--- src/rtl/alu_issue_ctrl_pkg.sv ---
// Shared definitions for the ALU issue controller: opcodes, FSM states,
// flag-bus bit positions and opcode decode helpers.
package alu_issue_ctrl_pkg;

  localparam logic [3:0] OP_DEC = 4'd1;
  localparam logic [3:0] OP_ADD = 4'd2;
  localparam logic [3:0] OP_SUB = 4'd3;
  localparam logic [3:0] OP_AND = 4'd4;
  localparam logic [3:0] OP_OR  = 4'd5;
  localparam logic [3:0] OP_MOV = 4'd6;
  localparam logic [3:0] OP_INC = 4'd7;
  localparam logic [3:0] OP_SHL = 4'd8;
  localparam logic [3:0] OP_SHR = 4'd9;

  // Bit positions on the ALU flag bus {sh_r, sh_l, mov, inc, dec, or, and, sub, add}
  localparam logic [3:0] FLG_ADD = 4'd0;
  localparam logic [3:0] FLG_SUB = 4'd1;
  localparam logic [3:0] FLG_AND = 4'd2;
  localparam logic [3:0] FLG_OR  = 4'd3;
  localparam logic [3:0] FLG_DEC = 4'd4;
  localparam logic [3:0] FLG_INC = 4'd5;
  localparam logic [3:0] FLG_MOV = 4'd6;
  localparam logic [3:0] FLG_SHL = 4'd7;
  localparam logic [3:0] FLG_SHR = 4'd8;

  typedef enum logic [1:0] {
    IDLE = 2'd0,
    EXEC = 2'd1,
    RESP = 2'd2
  } state_e;

  // Opcodes outside 1..9 select undriven ALU mux inputs.
  function automatic logic op_legal(input logic [3:0] op);
    return (op >= OP_DEC) && (op <= OP_SHR);
  endfunction

  function automatic logic [3:0] flag_idx(input logic [3:0] op);
    case (op)
      OP_DEC:  return FLG_DEC;
      OP_ADD:  return FLG_ADD;
      OP_SUB:  return FLG_SUB;
      OP_AND:  return FLG_AND;
      OP_OR:   return FLG_OR;
      OP_MOV:  return FLG_MOV;
      OP_INC:  return FLG_INC;
      OP_SHL:  return FLG_SHL;
      OP_SHR:  return FLG_SHR;
      default: return FLG_ADD;
    endcase
  endfunction

endpackage

--- src/rtl/alu_issue_ctrl_regfile.sv ---
// Operand register file: two combinational read ports, one synchronous
// write port, all entries cleared by reset.
module alu_regfile #(
  parameter int REG_AW = 2,
  parameter int DATA_W = 8
) (
  input  logic              clk,
  input  logic              rst,
  input  logic              we_i,
  input  logic [REG_AW-1:0] waddr_i,
  input  logic [DATA_W-1:0] wdata_i,
  input  logic [REG_AW-1:0] raddr_a_i,
  output logic [DATA_W-1:0] rdata_a_o,
  input  logic [REG_AW-1:0] raddr_b_i,
  output logic [DATA_W-1:0] rdata_b_o
);

  localparam int NUM_REGS = 2 ** REG_AW;

  logic [DATA_W-1:0] mem_q [NUM_REGS];

  // Reset has priority so a write pending in the same cycle is dropped.
  always_ff @(posedge clk) begin
    if (rst) begin
      for (int i = 0; i < NUM_REGS; i++) mem_q[i] <= '0;
    end else if (we_i) begin
      mem_q[waddr_i] <= wdata_i;
    end
  end

  assign rdata_a_o = mem_q[raddr_a_i];
  assign rdata_b_o = mem_q[raddr_b_i];

endmodule

--- src/rtl/alu_issue_ctrl.sv ---
// Issue controller for the 8-bit gate-level ALU: accepts one instruction,
// drives registered ALU inputs, writes the result back and returns a response.
module alu_issue_ctrl
  import alu_issue_ctrl_pkg::*;
#(
  parameter int REG_AW = 2,
  parameter int DATA_W = 8
) (
  input  logic              clk,
  input  logic              rst,
  input  logic              instr_valid,
  output logic              instr_ready,
  input  logic              instr_load,
  input  logic [3:0]        instr_op,
  input  logic [1:0]        instr_fsel,
  input  logic [REG_AW-1:0] instr_rd,
  input  logic [REG_AW-1:0] instr_rs1,
  input  logic [REG_AW-1:0] instr_rs2,
  input  logic [DATA_W-1:0] instr_imm,
  output logic [DATA_W-1:0] alu_a,
  output logic [DATA_W-1:0] alu_b,
  output logic [3:0]        alu_c,
  output logic [1:0]        alu_d,
  output logic              alu_e,
  input  logic [DATA_W-1:0] alu_out,
  input  logic [8:0]        alu_flags,
  output logic              rsp_valid,
  input  logic              rsp_ready,
  output logic [DATA_W-1:0] rsp_data,
  output logic              rsp_flag,
  output logic              rsp_err,
  output logic [1:0]        dbg_state
);

  // Handshakes: a transfer happens on a rising edge where valid && ready.
  // instr_ready and rsp_valid depend only on the FSM state; the response
  // payload is held stable while rsp_valid is high and not yet accepted.

  state_e            state_q;
  logic [DATA_W-1:0] alu_a_q, alu_b_q;
  logic [3:0]        alu_c_q;
  logic [1:0]        alu_d_q;
  logic              alu_e_q;
  logic [REG_AW-1:0] rd_q;
  logic [DATA_W-1:0] rsp_data_q;
  logic              rsp_flag_q, rsp_err_q;

  logic              rf_we;
  logic [REG_AW-1:0] rf_waddr;
  logic [DATA_W-1:0] rf_wdata;
  logic [DATA_W-1:0] rs1_data, rs2_data;
  logic              accept;

  assign instr_ready = (state_q == IDLE);
  assign accept      = instr_valid && instr_ready;

  // Loads write at accept; ALU results write at the end of EXEC.
  assign rf_we    = (state_q == EXEC) || (accept && instr_load);
  assign rf_waddr = (state_q == EXEC) ? rd_q : instr_rd;
  assign rf_wdata = (state_q == EXEC) ? alu_out : instr_imm;

  alu_regfile #(
    .REG_AW (REG_AW),
    .DATA_W (DATA_W)
  ) u_regfile (
    .clk       (clk),
    .rst       (rst),
    .we_i      (rf_we),
    .waddr_i   (rf_waddr),
    .wdata_i   (rf_wdata),
    .raddr_a_i (instr_rs1),
    .rdata_a_o (rs1_data),
    .raddr_b_i (instr_rs2),
    .rdata_b_o (rs2_data)
  );

  always_ff @(posedge clk) begin
    if (rst) begin
      state_q    <= IDLE;
      alu_a_q    <= '0;
      alu_b_q    <= '0;
      alu_c_q    <= '0;
      alu_d_q    <= '0;
      alu_e_q    <= 1'b0;
      rd_q       <= '0;
      rsp_data_q <= '0;
      rsp_flag_q <= 1'b0;
      rsp_err_q  <= 1'b0;
    end else begin
      case (state_q)
        IDLE: begin
          if (accept) begin
            if (instr_load) begin
              rsp_data_q <= instr_imm;
              rsp_flag_q <= 1'b0;
              rsp_err_q  <= 1'b0;
              state_q    <= RESP;
            end else if (op_legal(instr_op)) begin
              alu_a_q <= rs1_data;
              alu_b_q <= rs2_data;
              alu_c_q <= instr_op;
              alu_d_q <= instr_fsel;
              alu_e_q <= instr_fsel[0];
              rd_q    <= instr_rd;
              state_q <= EXEC;
            end else begin
              rsp_data_q <= '0;
              rsp_flag_q <= 1'b0;
              rsp_err_q  <= 1'b1;
              state_q    <= RESP;
            end
          end
        end
        EXEC: begin
          rsp_data_q <= alu_out;
          rsp_flag_q <= alu_flags[flag_idx(alu_c_q)];
          rsp_err_q  <= 1'b0;
          state_q    <= RESP;
        end
        RESP: begin
          if (rsp_ready) state_q <= IDLE;
        end
        default: state_q <= IDLE;
      endcase
    end
  end

  assign alu_a     = alu_a_q;
  assign alu_b     = alu_b_q;
  assign alu_c     = alu_c_q;
  assign alu_d     = alu_d_q;
  assign alu_e     = alu_e_q;
  assign rsp_valid = (state_q == RESP);
  assign rsp_data  = rsp_data_q;
  assign rsp_flag  = rsp_flag_q;
  assign rsp_err   = rsp_err_q;
  assign dbg_state = state_q;

endmodule

--- config.mk ---
export PLATFORM = sky130hd
export DESIGN_NAME = alu_issue_ctrl
export DESIGN_NICKNAME = d
export VERILOG_FILES = /design/src/rtl/alu_issue_ctrl_pkg.sv /design/src/rtl/alu_issue_ctrl_regfile.sv /design/src/rtl/alu_issue_ctrl.sv
export SDC_FILE = /design/constraint.sdc
export NUM_CORES = 1
export LEC_CHECK = 0
export ABC_AREA = 1
export CAP_MARGIN = 40
export CORE_MARGIN = 2
export CORE_UTILIZATION = 45
export CTS_BUF_LIST = sky130_fd_sc_hd__clkbuf_4
export DETAILED_ROUTE_END_ITERATION = 7
export PLACE_DENSITY = 0.73
export RECOVER_POWER = 50
export SETUP_SLACK_MARGIN = 0.3
export SKIP_CTS_REPAIR_TIMING = 1
export SYNTH_ARGS = -nofsm -noshare
export SYNTH_HDL_FRONTEND = slang
export SYNTH_SLANG_ARGS = --single-unit
--- constraint.sdc ---
create_clock -name clk -period 2.1 [get_ports clk]
set_input_delay 0.525 -clock clk [delete_from_list [all_inputs] [get_ports clk]]
set_output_delay 0.525 -clock clk [all_outputs]
set_load 0.02 [all_outputs]
==> results of run 1 <==
[logic make-up (layout without fill, tap and decap cells)]
logic type,after synthesis,in the layout,synth area share [%]
AOI/OAI and AO/OA,101,101,17.7
DFF,72,72,52.3
buffers and inverters,73,167,9.29
and+or+nand+nor,155,155,20.7
[Yosys cell counts (all sizes together)]
| library cell | count |
|---|---|
| nor3 | 1 |
| o221ai | 1 |
| a31oi | 16 |
| nand3 | 19 |
| o22ai | 1 |
| nand2 | 87 |
| edfxtp | 32 |
| nand4 | 3 |
| or2 | 1 |
| inv | 50 |
| buf | 10 |
| o21ai | 44 |
| o211ai | 18 |
| nand3b | 1 |
| clkbuf | 13 |
| nor2 | 43 |
| dfxtp | 40 |
| a21oi | 21 |
[area by class of cell]
class                   count  area [um2]
clock inverters             4        68.8
repair buffers            101         779
well taps                  99         124
fillers                   659        2930
inverters                  50         190
clock buffers              12        90.1
multi-input cells         256        1310
flip-flops and latches     72        1760
[cells in the final DEF, fill, tap and decap left out, types with 2 or more instances in the layout]
cell             netlist  final
nand2_1               81     79
inv_1                 45     47
o21ai_0               40     40
clkdlybuf4s50_1        0     40
dfxtp_1               40     39
nor2_1                37     36
clkbuf_1              13     35
edfxtp_1              32     32
a21oi_1               21     21
o211ai_1              18     18
nand3_1               17     17
buf_4                  2     17
a31oi_1               16     16
clkbuf_4               0     12
nand2_2                5      7
nor2_4                 3      5
dlymetal6s2s_1         0      4
o21ai_2                2      3
nand4_1                3      3
inv_2                  4      2
nor2_2                 3      2
bufinv_16              0      2
buf_12                 0      2
[worst reg2reg max path, stage by stage, from the launching register on]
cell and delay (ps):
dfxtp_1 490, inv_1 120, nor2_4 120, inv_4 100, o21ai_2 80, nand2_1 70
inv_1 180, buf_12 160, nand3_4 60, nand2_2 160
[registers in the layout (all words and copies together) (netlist names), named ones only]
signal	cells
alu_c	4
alu_a	8
u_regfile.mem_q	32
alu_d	2
dbg_state	2
rd_q	2
rsp_err	1
rsp_data	8
alu_b	8
rsp_flag	1
[power by group through the flow]
stage / clock network (mW) / registers [mW] / logic [mW]
finish: 0.980 / 1.59 / 0.509
global placement: 0 / 1.62 / 0.542
detailed placement: 0 / 1.62 / 0.552
CTS: 0.995 / 1.59 / 0.553
floorplan: 0 / 1.66 / 0.254
global route: 1.07 / 1.60 / 0.563
[layer usage]
layer / part of all wire (%) / GRT usage, % / routed length (um) / vias up
met5: 0 / 0 / 0 / -
met4: 2.9 / 8.21 / 223 / 0
met3: 6.6 / 5.84 / 514 / 19
met2: 45 / 29.2 / 3460 / 102
met1: 46 / 25.7 / 3540 / 1358
li1: - / - / - / 1520
[through the flow]
step | cell area [um2] | hold WS (ps) | instances
2_1_floorplan | 3370 | 451 | 401
3_3_place_gp | 4340 | 451 | 576
3_5_place_dp | 4340 | 458 | 576
4_1_cts | 4500 | 475 | 592
5_1_grt | 4330 | 505 | 594
6_report | 4330 | 472 | 594
[worst max path at each step]
stage | end | slack [ps] | cells after the start
after floorplan | u_regfile.mem_q[2][0]$_SDFFCE_PN0P_ | 300 | 9
after global routing | u_regfile.mem_q[1][2]$_SDFFCE_PN0P_ | 150 | 9
after detailed placement | alu_a[7]$_SDFFE_PP0P_ | -90 | 7
final | u_regfile.mem_q[1][1]$_SDFFCE_PN0P_ | 280 | 9
after CTS | rsp_valid | -190 | 3
after global placement | u_regfile.mem_q[0][1]$_SDFFCE_PN0P_ | 0.6 | 7
==> results.yml, run 1 <==
status:
  run_status: "finished clean"
finish:
  n_antenna_cell: 0
  finalCoreUtilization_pct: 59.7
  final_net_count: 532
  drive_gt1_share_pct: 12.9
  layout-area-overhead-vs-synth_pct: 28.6
min_path:
  min_path_cells: 2
  timing.hold.worst_endpoint: "rsp_data[5]$_SDFFE_PP0P_"
  min_path_type: "reg -> reg"
  timing.hold.worst.start: "rsp_data[5]$_SDFFE_PP0P_"
power_and_ir_drop:
  p_per_area_nw_per_um2: 710
  peakVddDrop_mv: 0.400
  register_share_of_total_power_pct: 51.6
  netSwitchingFraction_pct: 26.1
  p_leak_nw: 1.87
  fin_total_pwr_mw: 3.07
  pwr-share-clk_pct: 31.9
  switchingPower_uw: 802
  power_report.internal_total_mw: 2.27
  power_frac_comb_pct: 16.6
synthesis:
  yosysSeqAreaShare_pct: 52.3
  syn-mean-instance-area_um2: 8.39
  synth.largest_area_cell: "edfxtp_1"
  netlist-cell-type-count: 31
  ff_latch_count_synth: 72
  synth.top_cells.by_area: "edfxtp_1, dfxtp_1, nand2_1"
  synth_fp_nets: 443
  mappedNetlistArea_um2: 3370
  yosys.area.top_type_share_pct: 28.6
  yosysWarnings: 0
  synth_cells: 401
clock_network:
  clk_path_buf_depth: 2
  clockRootBuffer: "clkbuf_4"
  clkSinkCount: 72
  clock_latency_ps: 420
  worst_setup_hold_path_clk_slew_ps: 100
  cts-buffers-inserted: 9
  tritoncts: "yes"
  ctsHtreeMaxLevel: 3
drt:
  firstDrtPassIters: 4
  route.antenna.remaining_nets: 0
  vias: 2999
  detail_route.vias_per_cell: 5.05
  drcViolationCount: 0
  detail_route.iter0.violations: 135
  drt-wirelength-per-cell_um: 13.0
  detail_route.wirelength_um: 7730
timing:
  hold_violations: 0
  min_period_over_period_pct: 86.7
  timing_max_transition_violations_final: 0
  final_critical_path_setup_slack_ps: 280
  finalSetupTns_ps: 0
  slew_headroom_pct: 57.1
  grt_setup_unrepaired: "true"
  setup_violations: 0
  timing_worst_slew_pin_value_ps: 642
  layout_min_cycle_time_ps: 1820
  clock-skew-final_ps: 8.99
  max_freq_ghz: 0.549
critical_path:
  crit_path_max_fanout: 14
  cp-start-kind: "register"
  worstSetupStartpoint: "dbg_state[0]$_SDFFE_PP0P_"
  setup.worst_path.end_class: "register"
  rrSetupSlack_ps: 280
  worst_path_largest_cell_delay_ps: 490
  critical_path_at_ps: 1940
  crit_path_frequent_cell: "inv_1"
  worst_r2r_path_depth: 9
  critPathSlowestCell: "dfxtp_1"
  worstReg2RegEnd: "u_regfile.mem_q[1][1]$_SDFFCE_PN0P_"
  worstPathRequired_ps: 2220
  critical-path-top-delay-family: "buffers and inverters"
  cell_by_cell_listing_of_the_critical_path: "inv_1 -> nor2_4 -> inv_4 -> o21ai_2 -> nand2_1 -> inv_1 -> buf_12 -> nand3_4 -> nand2_2"
  crit-reg2reg-launch: "dbg_state[0]$_SDFFE_PP0P_"
  worstPathBufferInverterCount: 4
  crit_path_kind: "reg -> reg"
global_route:
  first_global_vias: 2728
  grt_remaining_overflow: 0
  grt_start_max_net_pins: 33
  grt_pass1_wl_um: 12600
  antenna_found_initial: 0
  gr-usage-all-layers_pct: 19.3
die:
  core_um2: 7250
  floorplan_row_count: 31
  die_area_um2: 8190
  io-pin-count: 79
  floorplan.initialDensity_pct: 46.4
  chipWidth_um: 90.5
  die_height_um: 90.5
flow_run:
  timing.max_cap.violations: 0
place:
  placement.setup.worst_slack_ps: -91.3
  finalWeightedCongestion: 0.810
  hpwl_um: 5690
  numPortBuffers: 78
No activity file was read; power rests on OpenSTA's default activity.
==> inputs of run 2 (changes only) <==
- CTS_CLUSTER_DIAMETER: unset -> 60
- DONT_BUFFER_PORTS: unset -> 1
- PLACE_DENSITY: 0.73 -> unset
==> run 2 against run 1 <==
Effect of this change: non-clock buffer count decreased by 88; clock skew up 7.7 ps; core utilization is 9.2 points lower; final cell count shrank 15%; via count is 13% lower; worst hold slack got worse by 300 ps; setup slack got worse by 39 ps.
==> results.yml, run 2 (synthesis results as in run 1) <==
finish:
  layout-area-overhead-vs-synth_pct: 8.74
  num-fill-cells: 706
  n_antenna_cell: 0
  regMostFlops: "u_regfile.mem_q"
  multiInputGateArea_um2: 1370
  layout.cell_area.non_filler_um2: 3660
  seqCellArea_um2: 1770
  final_cell_mix: "nand2_1, inv_1, o21ai_0"
  drive_gt1_share_pct: 14.2
  finalCoreUtilization_pct: 50.5
  final_net_count: 445
  final_common_cell: "nand2_1"
  largest_register_ff_count: 32
global_route:
  gr-usage-all-layers_pct: 17.9
  first_global_vias: 2349
  antenna_found_initial: 0
  grt_pass1_wl_um: 11600
  grt_start_max_net_pins: 40
  grt_remaining_overflow: 0
power_and_ir_drop:
  p_leak_nw: 1.54
  peakVddDrop_mv: 0.315
  p_per_area_nw_per_um2: 730
die:
  core_um2: 7250
  chipWidth_um: 90.5
  io-pin-count: 79
  die_area_um2: 8190
  die_height_um: 90.5
  floorplan.initialDensity_pct: 46.4
  floorplan_row_count: 31
clock_network:
  tritoncts: "yes"
  ctsHtreeMaxLevel: 3
  clock_latency_ps: 410
  clkSinkCount: 72
  worst_setup_hold_path_clk_slew_ps: 110
  clk_path_buf_depth: 2
  cts-buffers-inserted: 9
  clockRootBuffer: "clkbuf_4"
status:
  run_status: "finished clean"
place:
  finalWeightedCongestion: 0.842
  numPortBuffers: 0
  placed_area_um2: 3430
  hpwl_um: 5150
drt:
  route.antenna.remaining_nets: 0
  drcViolationCount: 0
  drt-wirelength-per-cell_um: 14.3
  detail_route.wirelength_um: 7240
  detail_route.vias_per_cell: 5.17
  vias: 2619
  detail_route.iter0.violations: 179
  firstDrtPassIters: 4
timing:
  max_freq_ghz: 0.538
  timing_worst_slew_pin_value_ps: 468
  hold_violations: 0
  finalSetupTns_ps: 0
  layout_min_cycle_time_ps: 1860
  setup_violations: 0
  min_period_over_period_pct: 88.5
  clock-skew-final_ps: 16.6
  grt_setup_unrepaired: "true"
  timing_max_transition_violations_final: 0
  slew_headroom_pct: 68.8
critical_path:
  setup.worst_path.end_class: "register"
  worstSetupStartpoint: "dbg_state[0]$_SDFFE_PP0P_"
  worstPathRequired_ps: 2410
  crit_path_max_fanout: 5
  crit-reg2reg-launch: "dbg_state[0]$_SDFFE_PP0P_"
  crit_path_kind: "reg -> reg"
  worst_r2r_path_depth: 11
  critical_path_at_ps: 2170
  cp-start-kind: "register"
  rrSetupSlack_ps: 240
flow_run:
  timing.max_cap.violations: 0
min_path:
  min_path_cells: 1
  min_path_type: "in -> reg"
==> run 2: changes by cell type in the layout (fill, tap and decap cells not counted), moves of 2 or more <==
cell / previous run / this run
bufinv_16: 2 / 0
nand2_4: 1 / 4
inv_2: 2 / 5
buf_12: 2 / 0
buf_4: 17 / 10
clkinv_1: 1 / 3
clkbuf_1: 35 / 1
o21ai_2: 3 / 1
dlymetal6s2s_1: 4 / 0
inv_1: 47 / 43
nand2_2: 7 / 4
clkdlybuf4s50_1: 40 / 0
==> run 2: per-stage QoR <==
step	worst slack [ps]	hold slack (ps)	cells	power [mW]
after CTS	135	148	500	2.67
after detailed placement	219	469	484	1.96
after global placement	272	470	484	1.95
after global routing	106	139	507	2.82
after floorplan	305	451	401	1.91
final	241	175	507	2.67
==> run 2: critical path: stages (launching register included) <==
cell	delay (ps)
dfxtp_4	410
nor2_4	190
nand2_1	160
inv_2	90
nand4_1	190
buf_4	210
nand2_1	70
nand3_1	160
nand2_2	140
inv_1	50
nand2_1	70
nand2_1	40
==> run 2: final cells by class <==
class / instances / share of cell area, %
clock buffer: 11 / 2.26
clock inverter: 5 / 0.650
inverter: 50 / 5.26
multi-input combinational: 257 / 37.5
sequential: 72 / 48.2
tap: 99 / 3.38
timing repair buffer: 13 / 2.67
==> run 2: power by group <==
group | total (mW) | switching, mW | internal (mW)
Clock | 0.720 | 0.463 | 0.257
Sequential | 1.64 | 0.0993 | 1.54
Combinational | 0.310 | 0.197 | 0.112
==> run 2: worst min path at each step <==
stage | startpoint | slack, ps | end
floorplan | rd_q[0]$_SDFFE_PP0P_ | 450 | rd_q[0]$_SDFFE_PP0P_
global route | rst | 140 | dbg_state[0]$_SDFFE_PP0P_
finish | rst | 170 | dbg_state[0]$_SDFFE_PP0P_
global placement | rd_q[0]$_SDFFE_PP0P_ | 470 | rd_q[0]$_SDFFE_PP0P_
detailed placement | rd_q[0]$_SDFFE_PP0P_ | 470 | rd_q[0]$_SDFFE_PP0P_
CTS | rst | 150 | dbg_state[0]$_SDFFE_PP0P_
==> run 2: metal layers <==
layer  part of all wire (%)  vias to the layer above  wire, um  GRT usage [%]
met2                     42                       97      3040           24.8
met3                    8.4                       12       609           6.09
li1                       -                     1348         -              -
met4                    2.1                        0       150           8.21
met5                      0                        -         0              0
met1                     47                     1162      3440           25.2
==> inputs of run 3 (changes only) <==
- MAX_ROUTING_LAYER: unset -> met4
==> run 3 against run 2 <==
Effect of this change: clock skew grew 0.78 ps; non-clock buffer count is the same; wire length shrank 0.30%; sequential cell count is the same; critical path depth is the same; sequential share of layout area is the same; largest power group unchanged; total power grew 0.29%; sequential power is essentially flat.
==> results.yml, run 3 (synthesis results as in run 1) <==
status:
  run_status: "finished clean"
timing:
  fin_worst_hold_slack_ps: 162
  slew_headroom_pct: 68.2
  layout_min_cycle_time_ps: 1860
  timing_max_transition_violations_final: 0
  max_freq_ghz: 0.539
  clock-skew-final_ps: 17.4
  setup_violations: 0
  final_critical_path_setup_slack_ps: 244
  hold_violations: 0
  finalSetupTns_ps: 0
  min_period_over_period_pct: 88.4
  grt_setup_unrepaired: "true"
  timing_worst_slew_pin_value_ps: 477
flow_run:
  timing.max_cap.violations: 0
clock_network:
  worst_setup_hold_path_clk_slew_ps: 110
  cts-buffers-inserted: 9
  tritoncts: "yes"
  ctsHtreeMaxLevel: 3
  clk_path_buf_depth: 2
  clkSinkCount: 72
  clockRootBuffer: "clkbuf_4"
  clock_latency_ps: 430
place:
  placement.setup.worst_slack_ps: 219
  place.detailed.instances: 484
  numPortBuffers: 0
  hpwl_um: 5150
  finalWeightedCongestion: 0.855
min_path:
  min_path_type: "in -> reg"
  min_path_cells: 1
global_route:
  grt_start_max_net_pins: 40
  grt_remaining_overflow: 0
  antenna_found_initial: 0
  first_global_vias: 2340
  grt_pass1_wl_um: 11600
  gr-usage-all-layers_pct: 18.5
die:
  core_um2: 7250
  die_area_um2: 8190
  chipWidth_um: 90.5
  die_height_um: 90.5
  io-pin-count: 79
  floorplan_row_count: 31
  floorplan.initialDensity_pct: 46.4
critical_path:
  worstPathRequired_ps: 2420
  cp-start-kind: "register"
  rrSetupSlack_ps: 240
  worst_r2r_path_depth: 11
  crit_path_kind: "reg -> reg"
  crit-reg2reg-launch: "dbg_state[0]$_SDFFE_PP0P_"
  crit_path_max_fanout: 5
  critical_path_at_ps: 2180
  worstSetupStartpoint: "dbg_state[0]$_SDFFE_PP0P_"
  setup.worst_path.end_class: "register"
finish:
  drive_gt1_share_pct: 14.2
  num-fill-cells: 706
  final_common_cell: "nand2_1"
  final_cell_mix: "nand2_1, inv_1, o21ai_0"
  regMostFlops: "u_regfile.mem_q"
  layout-area-overhead-vs-synth_pct: 8.74
  n_antenna_cell: 0
  finish.cell_count_without_fillers: 507
  largest_register_ff_count: 32
  final_net_count: 445
drt:
  drt-wirelength-per-cell_um: 14.2
  vias: 2613
  route.antenna.remaining_nets: 0
  detail_route.vias_per_cell: 5.15
  firstDrtPassIters: 4
  drcViolationCount: 0
  detail_route.iter0.violations: 182
  detail_route.wirelength_um: 7210
power_and_ir_drop:
  p_leak_nw: 1.54
  peakVddDrop_mv: 0.315
  p_per_area_nw_per_um2: 732
-- run 3: cell counts in the layout (fill, tap and decap cells not counted) --
No cell type changed its count.
-- run 3: final cells by class --
cell class                      count  area [um2]  share of cell area [%]
Clock inverter                      5        23.8                   0.650
Tap cell                           99         124                    3.38
Multi-Input combinational cell    257        1370                    37.5
Timing Repair Buffer               13        97.6                    2.67
Clock buffer                       11        82.6                    2.26
Sequential cell                    72        1770                    48.2
Inverter                           50         193                    5.26
-- run 3: routing by layer --
| metal | track usage, % | share of wire (%) | wire [um] |
|---|---|---|---|
| met1 | 25.5 | 48 | 3450 |
| met2 | 24.6 | 42 | 3000 |
| met3 | 6.18 | 8.8 | 638 |
| met4 | 8.21 | 1.8 | 128 |
| met5 | - | 0 | 0 |
-- run 3: how the worst min path moves through the flow --
stage | start | endpoint
CTS | rst | dbg_state[0]$_SDFFE_PP0P_
floorplan | rd_q[0]$_SDFFE_PP0P_ | rd_q[0]$_SDFFE_PP0P_
finish | rst | dbg_state[0]$_SDFFE_PP0P_
detailed placement | rd_q[0]$_SDFFE_PP0P_ | rd_q[0]$_SDFFE_PP0P_
global placement | rd_q[0]$_SDFFE_PP0P_ | rd_q[0]$_SDFFE_PP0P_
global route | rst | dbg_state[0]$_SDFFE_PP0P_
-- run 3: critical path: stages, from the launching register on --
cell	delay (ps)
dfxtp_4	410
nor2_4	190
nand2_1	160
inv_2	90
nand4_1	190
buf_4	210
nand2_1	70
nand3_1	160
nand2_2	150
inv_1	50
nand2_1	70
nand2_1	40
-- run 3: where the power goes --
| part | switching, mW | leakage (nW) | internal [mW] |
|---|---|---|---|
| Combinational | 0.198 | 0.824 | 0.112 |
| Sequential | 0.0993 | 0.659 | 1.54 |
| Clock | 0.470 | 0.0594 | 0.257 |
| Total | 0.768 | 1.54 | 1.91 |
-- run 3: metrics by stage --
stage	cell area, um2	power [mW]	utilization [%]
after floorplan	3370	1.91	-
after global placement	3430	1.95	47.3
after detailed placement	3430	1.96	47.3
after CTS	3540	2.67	48.8
after global routing	3660	2.82	50.5
final	3660	2.68	50.5
